File: src/rtl/instruction_fetch_unit_pkg.sv
// ---------------------------------------------------------------------------
// instruction_fetch_unit_pkg
//   Shared definitions for the fetch unit and its users: opcode encodings,
//   instruction field positions, fetch FSM states and a small decode helper
//   that classifies the control-flow opcodes resolved inside the fetch unit.
// ---------------------------------------------------------------------------
package instruction_fetch_unit_pkg;

    // Instruction field positions: [27:24] opcode, [23:16] dst/target, [15:0] imm
    localparam int INSTR_OPC_MSB = 27;
    localparam int INSTR_OPC_LSB = 24;
    localparam int INSTR_TGT_MSB = 23;
    localparam int INSTR_TGT_LSB = 16;

    // Opcode encodings
    localparam logic [3:0] OPC_NOP  = 4'h0;
    localparam logic [3:0] OPC_ADD  = 4'h1;
    localparam logic [3:0] OPC_SUB  = 4'h2;
    localparam logic [3:0] OPC_SHL  = 4'h3;
    localparam logic [3:0] OPC_STO  = 4'h5;
    localparam logic [3:0] OPC_BLE  = 4'h8;
    localparam logic [3:0] OPC_JMP  = 4'hC;
    localparam logic [3:0] OPC_CALL = 4'hD;
    localparam logic [3:0] OPC_RET  = 4'hE;

    // Fetch FSM states
    typedef enum logic {
        FETCH_RUN  = 1'b0,
        FETCH_HALT = 1'b1
    } fetch_state_e;

    // Control-flow classes consumed by the fetch unit
    typedef enum logic [1:0] {
        CF_NONE = 2'd0,
        CF_JMP  = 2'd1,
        CF_CALL = 2'd2,
        CF_RET  = 2'd3
    } ctrl_kind_e;

    function automatic ctrl_kind_e decode_ctrl(input logic [3:0] opc);
        ctrl_kind_e kind;
        case (opc)
            OPC_JMP:  kind = CF_JMP;
            OPC_CALL: kind = CF_CALL;
            OPC_RET:  kind = CF_RET;
            default:  kind = CF_NONE;
        endcase
        return kind;
    endfunction

endpackage

File: src/rtl/instruction_fetch_unit_return_stack.sv
// ---------------------------------------------------------------------------
// instruction_fetch_unit_return_stack
//   Return-address stack for CALL/RET, depth-parameterised (power of two).
//   sp counts entries: push writes slot sp then increments, pop reads slot
//   sp-1 then decrements. Slots are addressed by the low bits of sp, so
//   overflow overwrites the oldest entry and underflow yields a stale one.
//   The extra sp bit lets full (sp == DEPTH) be distinguished from empty.
// Ports
//   clk, rst    clock, synchronous active-high reset (clears sp only)
//   push, pop   one-cycle requests, never asserted together
//   push_data   return address to store
//   pop_data    entry at sp-1, combinational
//   sp          current entry count
//   full, empty sp == DEPTH / sp == 0
// ---------------------------------------------------------------------------
module instruction_fetch_unit_return_stack #(
    parameter int ADDR_W = 16,
    parameter int DEPTH  = 8,
    localparam int IDX_W = $clog2(DEPTH),
    localparam int SP_W  = IDX_W + 1
) (
    input  logic              clk,
    input  logic              rst,
    input  logic              push,
    input  logic              pop,
    input  logic [ADDR_W-1:0] push_data,
    output logic [ADDR_W-1:0] pop_data,
    output logic [SP_W-1:0]   sp,
    output logic              full,
    output logic              empty
);

    logic [ADDR_W-1:0] mem [DEPTH];
    logic [SP_W-1:0]   sp_q;
    logic [SP_W-1:0]   sp_dec;

    assign sp_dec = sp_q - SP_W'(1);

    // NOTE: clocked state uses non-blocking assignments so every register
    // samples pre-edge values and simulation matches the synthesized flops.
    always_ff @(posedge clk) begin
        if (rst) begin
            sp_q <= '0;
        end else if (push) begin
            sp_q <= sp_q + SP_W'(1);
        end else if (pop) begin
            sp_q <= sp_dec;
        end
    end

    // NOTE: the storage array has no reset; sp alone defines which entries
    // are live, and leaving the array unreset lets it map onto plain RAM.
    always_ff @(posedge clk) begin
        if (push) begin
            mem[sp_q[IDX_W-1:0]] <= push_data;
        end
    end

    assign pop_data = mem[sp_dec[IDX_W-1:0]];
    assign sp       = sp_q;
    assign full     = (sp_q == SP_W'(DEPTH));
    assign empty    = (sp_q == '0);

endmodule

File: src/rtl/instruction_fetch_unit.sv
// ---------------------------------------------------------------------------
// instruction_fetch_unit
//   Reader side of the program ROM. Owns the PC, drives the ROM address,
//   registers each fetched word towards execute, and resolves JMP/CALL/RET
//   locally with a return-address stack. Execute may redirect (BLE taken)
//   or stall. Control-flow words are consumed here and never forwarded.
//   Priority per edge: Reset > iBranchTaken > iStall > local decode.
// Configuration
//   FETCH_STACK_CHECK_EN  when defined, a push on a full stack or a pop on
//                         an empty one sets sticky oStackErr and parks the
//                         unit in HALT until Reset. When undefined the stack
//                         wraps silently and oStackErr is tied low.
// Ports
//   Clock          single clock, rising edge
//   Reset          synchronous, active-high
//   oAddress       ROM address (the PC register)
//   iInstruction   ROM data for oAddress, same cycle
//   iStall         execute not ready: hold all state
//   iBranchTaken   execute redirect pulse
//   iBranchTarget  redirect target, zero-extended
//   oInstruction   registered instruction to execute
//   oValid         oInstruction is meaningful
//   oStackErr      sticky stack fault
// ---------------------------------------------------------------------------
module instruction_fetch_unit
    import instruction_fetch_unit_pkg::*;
#(
    parameter int ADDR_W      = 16,
    parameter int INSTR_W     = 28,
    parameter int STACK_DEPTH = 8
) (
    input  logic               Clock,
    input  logic               Reset,
    output logic [ADDR_W-1:0]  oAddress,
    input  logic [INSTR_W-1:0] iInstruction,
    input  logic               iStall,
    input  logic               iBranchTaken,
    input  logic [7:0]         iBranchTarget,
    output logic [INSTR_W-1:0] oInstruction,
    output logic               oValid,
    output logic               oStackErr
);

    localparam int SP_W = $clog2(STACK_DEPTH) + 1;

    logic [ADDR_W-1:0]  pc;
    logic [ADDR_W-1:0]  pc_next;
    logic [ADDR_W-1:0]  pc_inc;
    logic [ADDR_W-1:0]  jump_target;
    logic [INSTR_W-1:0] instr_q;
    logic [INSTR_W-1:0] instr_next;
    logic               valid_q;
    logic               valid_next;
    ctrl_kind_e         kind;

    logic               push;
    logic               pop;
    logic [ADDR_W-1:0]  ret_addr;
    logic [SP_W-1:0]    stack_sp;
    logic               stack_full;
    logic               stack_empty;
    logic               stack_fault;
    logic               run;
    logic               unused_stack;

    assign kind        = decode_ctrl(iInstruction[INSTR_OPC_MSB:INSTR_OPC_LSB]);
    assign jump_target = ADDR_W'(iInstruction[INSTR_TGT_MSB:INSTR_TGT_LSB]);
    assign pc_inc      = pc + ADDR_W'(1);

    instruction_fetch_unit_return_stack #(
        .ADDR_W (ADDR_W),
        .DEPTH  (STACK_DEPTH)
    ) u_stack (
        .clk       (Clock),
        .rst       (Reset),
        .push      (push),
        .pop       (pop),
        .push_data (pc_inc),
        .pop_data  (ret_addr),
        .sp        (stack_sp),
        .full      (stack_full),
        .empty     (stack_empty)
    );

`ifdef FETCH_STACK_CHECK_EN
    fetch_state_e state;
    fetch_state_e state_next;
    logic         halt_req;
    logic         err_q;

    assign stack_fault = (kind == CF_CALL && stack_full) ||
                         (kind == CF_RET  && stack_empty);
    // A fault only counts when decode would actually act on the word.
    assign halt_req    = run && !iBranchTaken && !iStall && stack_fault;

    always_ff @(posedge Clock) begin
        if (Reset) begin
            state <= FETCH_RUN;
        end else begin
            state <= state_next;
        end
    end

    always_comb begin
        state_next = state;
        if (state == FETCH_RUN && halt_req) begin
            state_next = FETCH_HALT;
        end
    end

    always_comb begin
        run = (state == FETCH_RUN);
    end

    always_ff @(posedge Clock) begin
        if (Reset) begin
            err_q <= 1'b0;
        end else if (halt_req) begin
            err_q <= 1'b1;
        end
    end

    assign oStackErr    = err_q;
    assign unused_stack = ^stack_sp;
`else
    assign run          = 1'b1;
    assign stack_fault  = 1'b0;
    assign oStackErr    = 1'b0;
    assign unused_stack = ^{stack_sp, stack_full, stack_empty};
`endif

    always_comb begin
        // NOTE: every signal driven here gets a default first, so no branch
        // can leave one unassigned and infer a latch.
        pc_next    = pc;
        instr_next = instr_q;
        valid_next = valid_q;
        push       = 1'b0;
        pop        = 1'b0;
        if (!run) begin
            valid_next = 1'b0;
        end else if (iBranchTaken) begin
            // Redirect squashes the word fetched this cycle; stack untouched.
            pc_next    = ADDR_W'(iBranchTarget);
            valid_next = 1'b0;
        end else if (!iStall) begin
            if (stack_fault) begin
                valid_next = 1'b0;
            end else begin
                case (kind)
                    CF_JMP: begin
                        pc_next    = jump_target;
                        valid_next = 1'b0;
                    end
                    CF_CALL: begin
                        push       = 1'b1;
                        pc_next    = jump_target;
                        valid_next = 1'b0;
                    end
                    CF_RET: begin
                        pop        = 1'b1;
                        pc_next    = ret_addr;
                        valid_next = 1'b0;
                    end
                    default: begin
                        instr_next = iInstruction;
                        valid_next = 1'b1;
                        pc_next    = pc_inc;
                    end
                endcase
            end
        end
    end

    always_ff @(posedge Clock) begin
        if (Reset) begin
            pc      <= '0;
            instr_q <= '0;
            valid_q <= 1'b0;
        end else begin
            pc      <= pc_next;
            instr_q <= instr_next;
            valid_q <= valid_next;
        end
    end

    assign oAddress     = pc;
    assign oInstruction = instr_q;
    assign oValid       = valid_q;

endmodule

File: config.mk
export PLATFORM = sky130hd
export DESIGN_NAME = instruction_fetch_unit
export DESIGN_NICKNAME = d
export VERILOG_FILES = /design/src/rtl/instruction_fetch_unit_pkg.sv /design/src/rtl/instruction_fetch_unit_return_stack.sv /design/src/rtl/instruction_fetch_unit.sv
export SDC_FILE = /design/constraint.sdc
export NUM_CORES = 1
export LEC_CHECK = 0
export ABC_AREA = 0
export ABC_CLOCK_PERIOD_IN_PS = 3290
export BUFFER_PORTS_ARGS = -buffer_cell sky130_fd_sc_hd__clkbuf_2
export CORE_ASPECT_RATIO = 1.1
export CORE_MARGIN = 2
export CORE_UTILIZATION = 58
export DETAILED_ROUTE_END_ITERATION = 8
export MAX_ROUTING_LAYER = met4
export PLACE_DENSITY_LB_ADDON = 0.05
export SLEW_MARGIN = 25
export SYNTH_ARGS = -nofsm -noshare
export SYNTH_HDL_FRONTEND = slang
export SYNTH_SLANG_ARGS = --single-unit
File: constraint.sdc
create_clock -name Clock -period 3.29 [get_ports Clock]
set_input_delay 0.329 -clock Clock [delete_from_list [all_inputs] [get_ports Clock]]
set_output_delay 0.329 -clock Clock [all_outputs]
set_load 0.05 [all_outputs]
==> impl_metrics.ini <==
[outcome]
outcome = complete, no violations

[yosys]
syn_nets = 613
ys.flop_type = edfxtp_1
postSynthAreaPerCell_um2 = 13.1
synth_commonest_cells = edfxtp_1 (128), nand2_1 (93), dfxtp_1 (48), a21oi_1 (40)
synthCells = 567
synthTopCellsByArea = edfxtp_1 (52%), dfxtp_1 (13%), mux4_2 (7.9%)
synth_warnings = 0
ys_seq_area_share_pct = 64.6
synth.most_common_cell = edfxtp_1
ys_types = 51
yosysTopAreaCell = edfxtp_1
synth_top_area_share_pct = 51.7
yosys_register_bits = 176
synth-edff-count = 128
async_reset_ff_share_pct = 0
syn_area_um2 = 7430

[grt]
grt_pass1_vias = 4662
grt_antenna_before_repair = 0
track_usage_pct = 26.2
grt_most_used_layer = met2
grt-ovfl-total = 0
grt_use_met3_pct = 5.09
use_met2_pct = 39.3
grt_max_degree = 41
met1_usage_pct = 36.4
grt_pass1_wl_mm = 25.9

[power_and_ir_drop]
ir_drop_mv = 0.403
leakagePower_uw = 0.00311
powerDensity_nw_per_um2 = 533
seqPwrFrac_pct = 52.8
power.internal_uw = 3480
share_comb_of_total_power_pct = 7.2
clkPwrFrac_pct = 40.0
switching_power_uw = 1110
power_uw = 4590
switching_share_pct = 24.2

[placement]
preCtsSetupSlack_ps = 806
numPortBuffers = 84
placedCellCount = 790
hpwl_mm = 11.1
place_congestion = 0.898

[sta]
setup_viol = 0
fmax_ghz = 0.408
fin_setup_tns_ps = 0
setup_ws_ps = 839
maxSlewViolCount = 0
fin_skew_ps = 4.89
rsz0062_at_grt = no
finalHoldViolCount = 0
final.min_clock_period_ps = 2450
finalCritPeriodShare_pct = 74.5
worst_pin_slew_ps = 909
relSlewSlack_pct = 38.9

[worst_setup_path]
r2r-end = u_stack.mem[6][14]
rrSetupSlack_ps = 840
r2r-start = oAddress[0]
arrival_ps = 2600
r2r_cells = 4
path_max_fanout = 8
end_kind = register
path_class = register to register
required_ps = 3440
start_kind = register

[clock_tree]
numClockSinks = 176
htreeDepth = 4
post-cts-setup-buffers = 0
cts_made_buffers = 17
cts_resized = 0
cts_hold_buf = 0
cts.path.max_buffers = 2
ctsRootBufferMaster = clkbuf_16
path_clk_slew_ps = 70
clk_latency_ps = 430
cts_tree = done

[final_layout]
multi_input_area_um2 = 2460
final_util_pct = 68.3
final_layout_size_suffix_gt1_share_pct = 26.0
regArea_um2 = 4810
layout.cells.non_filler = 822
syn2layout_area_growth_pct = 15.7
fin_nets = 698
antenna_cells = 0
fillers = 920

[hold_path]
hp-class = input pin to register
hold_end = oInstruction[2]
hold_start = iInstruction[2]
hold_depth = 3

[die]
dieArea_um2 = 13700
rows = 43
initial_utilization_pct = 59.0
die_x_um = 112
die_h_um = 123
io_pins = 86
coreArea_um2 = 12600

[detailed_routing]
drc_errors = 0
via_per_inst = 6.01
wl_per_cell_um = 20.3
firstDrtPassIters = 4
routed-via-count = 4938
finalWirelength_mm = 16.7
drtIter0Drc = 442
ant_nets = 0

[run]
drv_cap = 0
==> registers in the layout (all words and copies together), names as in the netlist <==
name,cells
u_stack.sp,3
oInstruction,28
oValid,1
u_stack.mem,128
oAddress,16
==> critical path, cell delays in order (launching register included) <==
cell and delay [ps]:
dfxtp_1 520, ha_1 280, nand3_2 200, nor4_1 640
xor2_1 540
==> metrics by stage <==
stage                     hold WS, ps  cell area [um^2]
after global routing              118              8600
after floorplan                   465              7430
after CTS                         100              8600
after detailed placement          447              8060
after global placement            441              8060
final                             114              8600
==> cell type report <==
| cell class | instances | share of cell area [%] |
|---|---|---|
| Clock inverter | 13 | 1.25 |
| Inverter | 7 | 0.306 |
| Clock buffer | 19 | 5.04 |
| Timing Repair Buffer | 102 | 6.61 |
| Tap cell | 157 | 2.28 |
| Sequential cell | 176 | 55.9 |
| Multi-Input combinational cell | 348 | 28.6 |
==> power by group through the flow <==
stage	clock (uW)	combinational (uW)	sequential (uW)
2_1_floorplan	0	154	2540
3_3_place_gp	0	324	2470
3_5_place_dp	0	328	2470
4_1_cts	1870	329	2420
5_1_grt	1950	355	2430
6_report	1830	330	2420
==> layer usage <==
metal  wire length, um  share of wire, %
met5                 0                 0
met4               263               1.6
met3              1100               6.6
met2              7800                47
met1              7550                45
==> cells in the final DEF, fill, tap and decap left out, types with 6 or more instances in the layout <==
master,instances
nand3_1,26
ha_1,6
mux4_2,26
xnor2_1,9
dfxtp_1,47
clkbuf_2,84
a22oi_1,8
a21oi_1,40
o21ai_0,6
mux2i_1,15
a31oi_1,17
nor2_1,21
clkbuf_16,17
nand2_1,93
buf_4,17
edfxtp_1,128
xor2_1,10
nand2b_1,7
==> worst max path at each step <==
stage / cells after the start / to / slack, ps / from
after floorplan: 10 / oAddress[9] / 500 / u_stack.sp[0]
after global placement: 10 / oAddress[12] / 910 / iInstruction[24]
after detailed placement: 10 / oAddress[12] / 810 / iInstruction[24]
after CTS: 4 / u_stack.mem[6][14] / 830 / oAddress[0]
after global routing: 4 / u_stack.mem[6][14] / 630 / oAddress[0]
final: 4 / u_stack.mem[6][14] / 840 / oAddress[0]
==> cells by family (layout without fill, tap and decap cells) <==
logic type | Yosys count | after routing | synth area share (%)
AOI/OAI and AO/OA | 94 | 94 | 8.00
muxes | 41 | 41 | 9.90
xor gates and xnor gates | 19 | 19 | 2.24
DFF | 176 | 176 | 64.6
adders and majority gates | 6 | 6 | 1.01
buffers and inverters | 43 | 141 | 2.44
and+or+nand+nor | 187 | 187 | 11.7
other | 1 | 1 | 0.0504
Power figures use the tool's default switching activity.
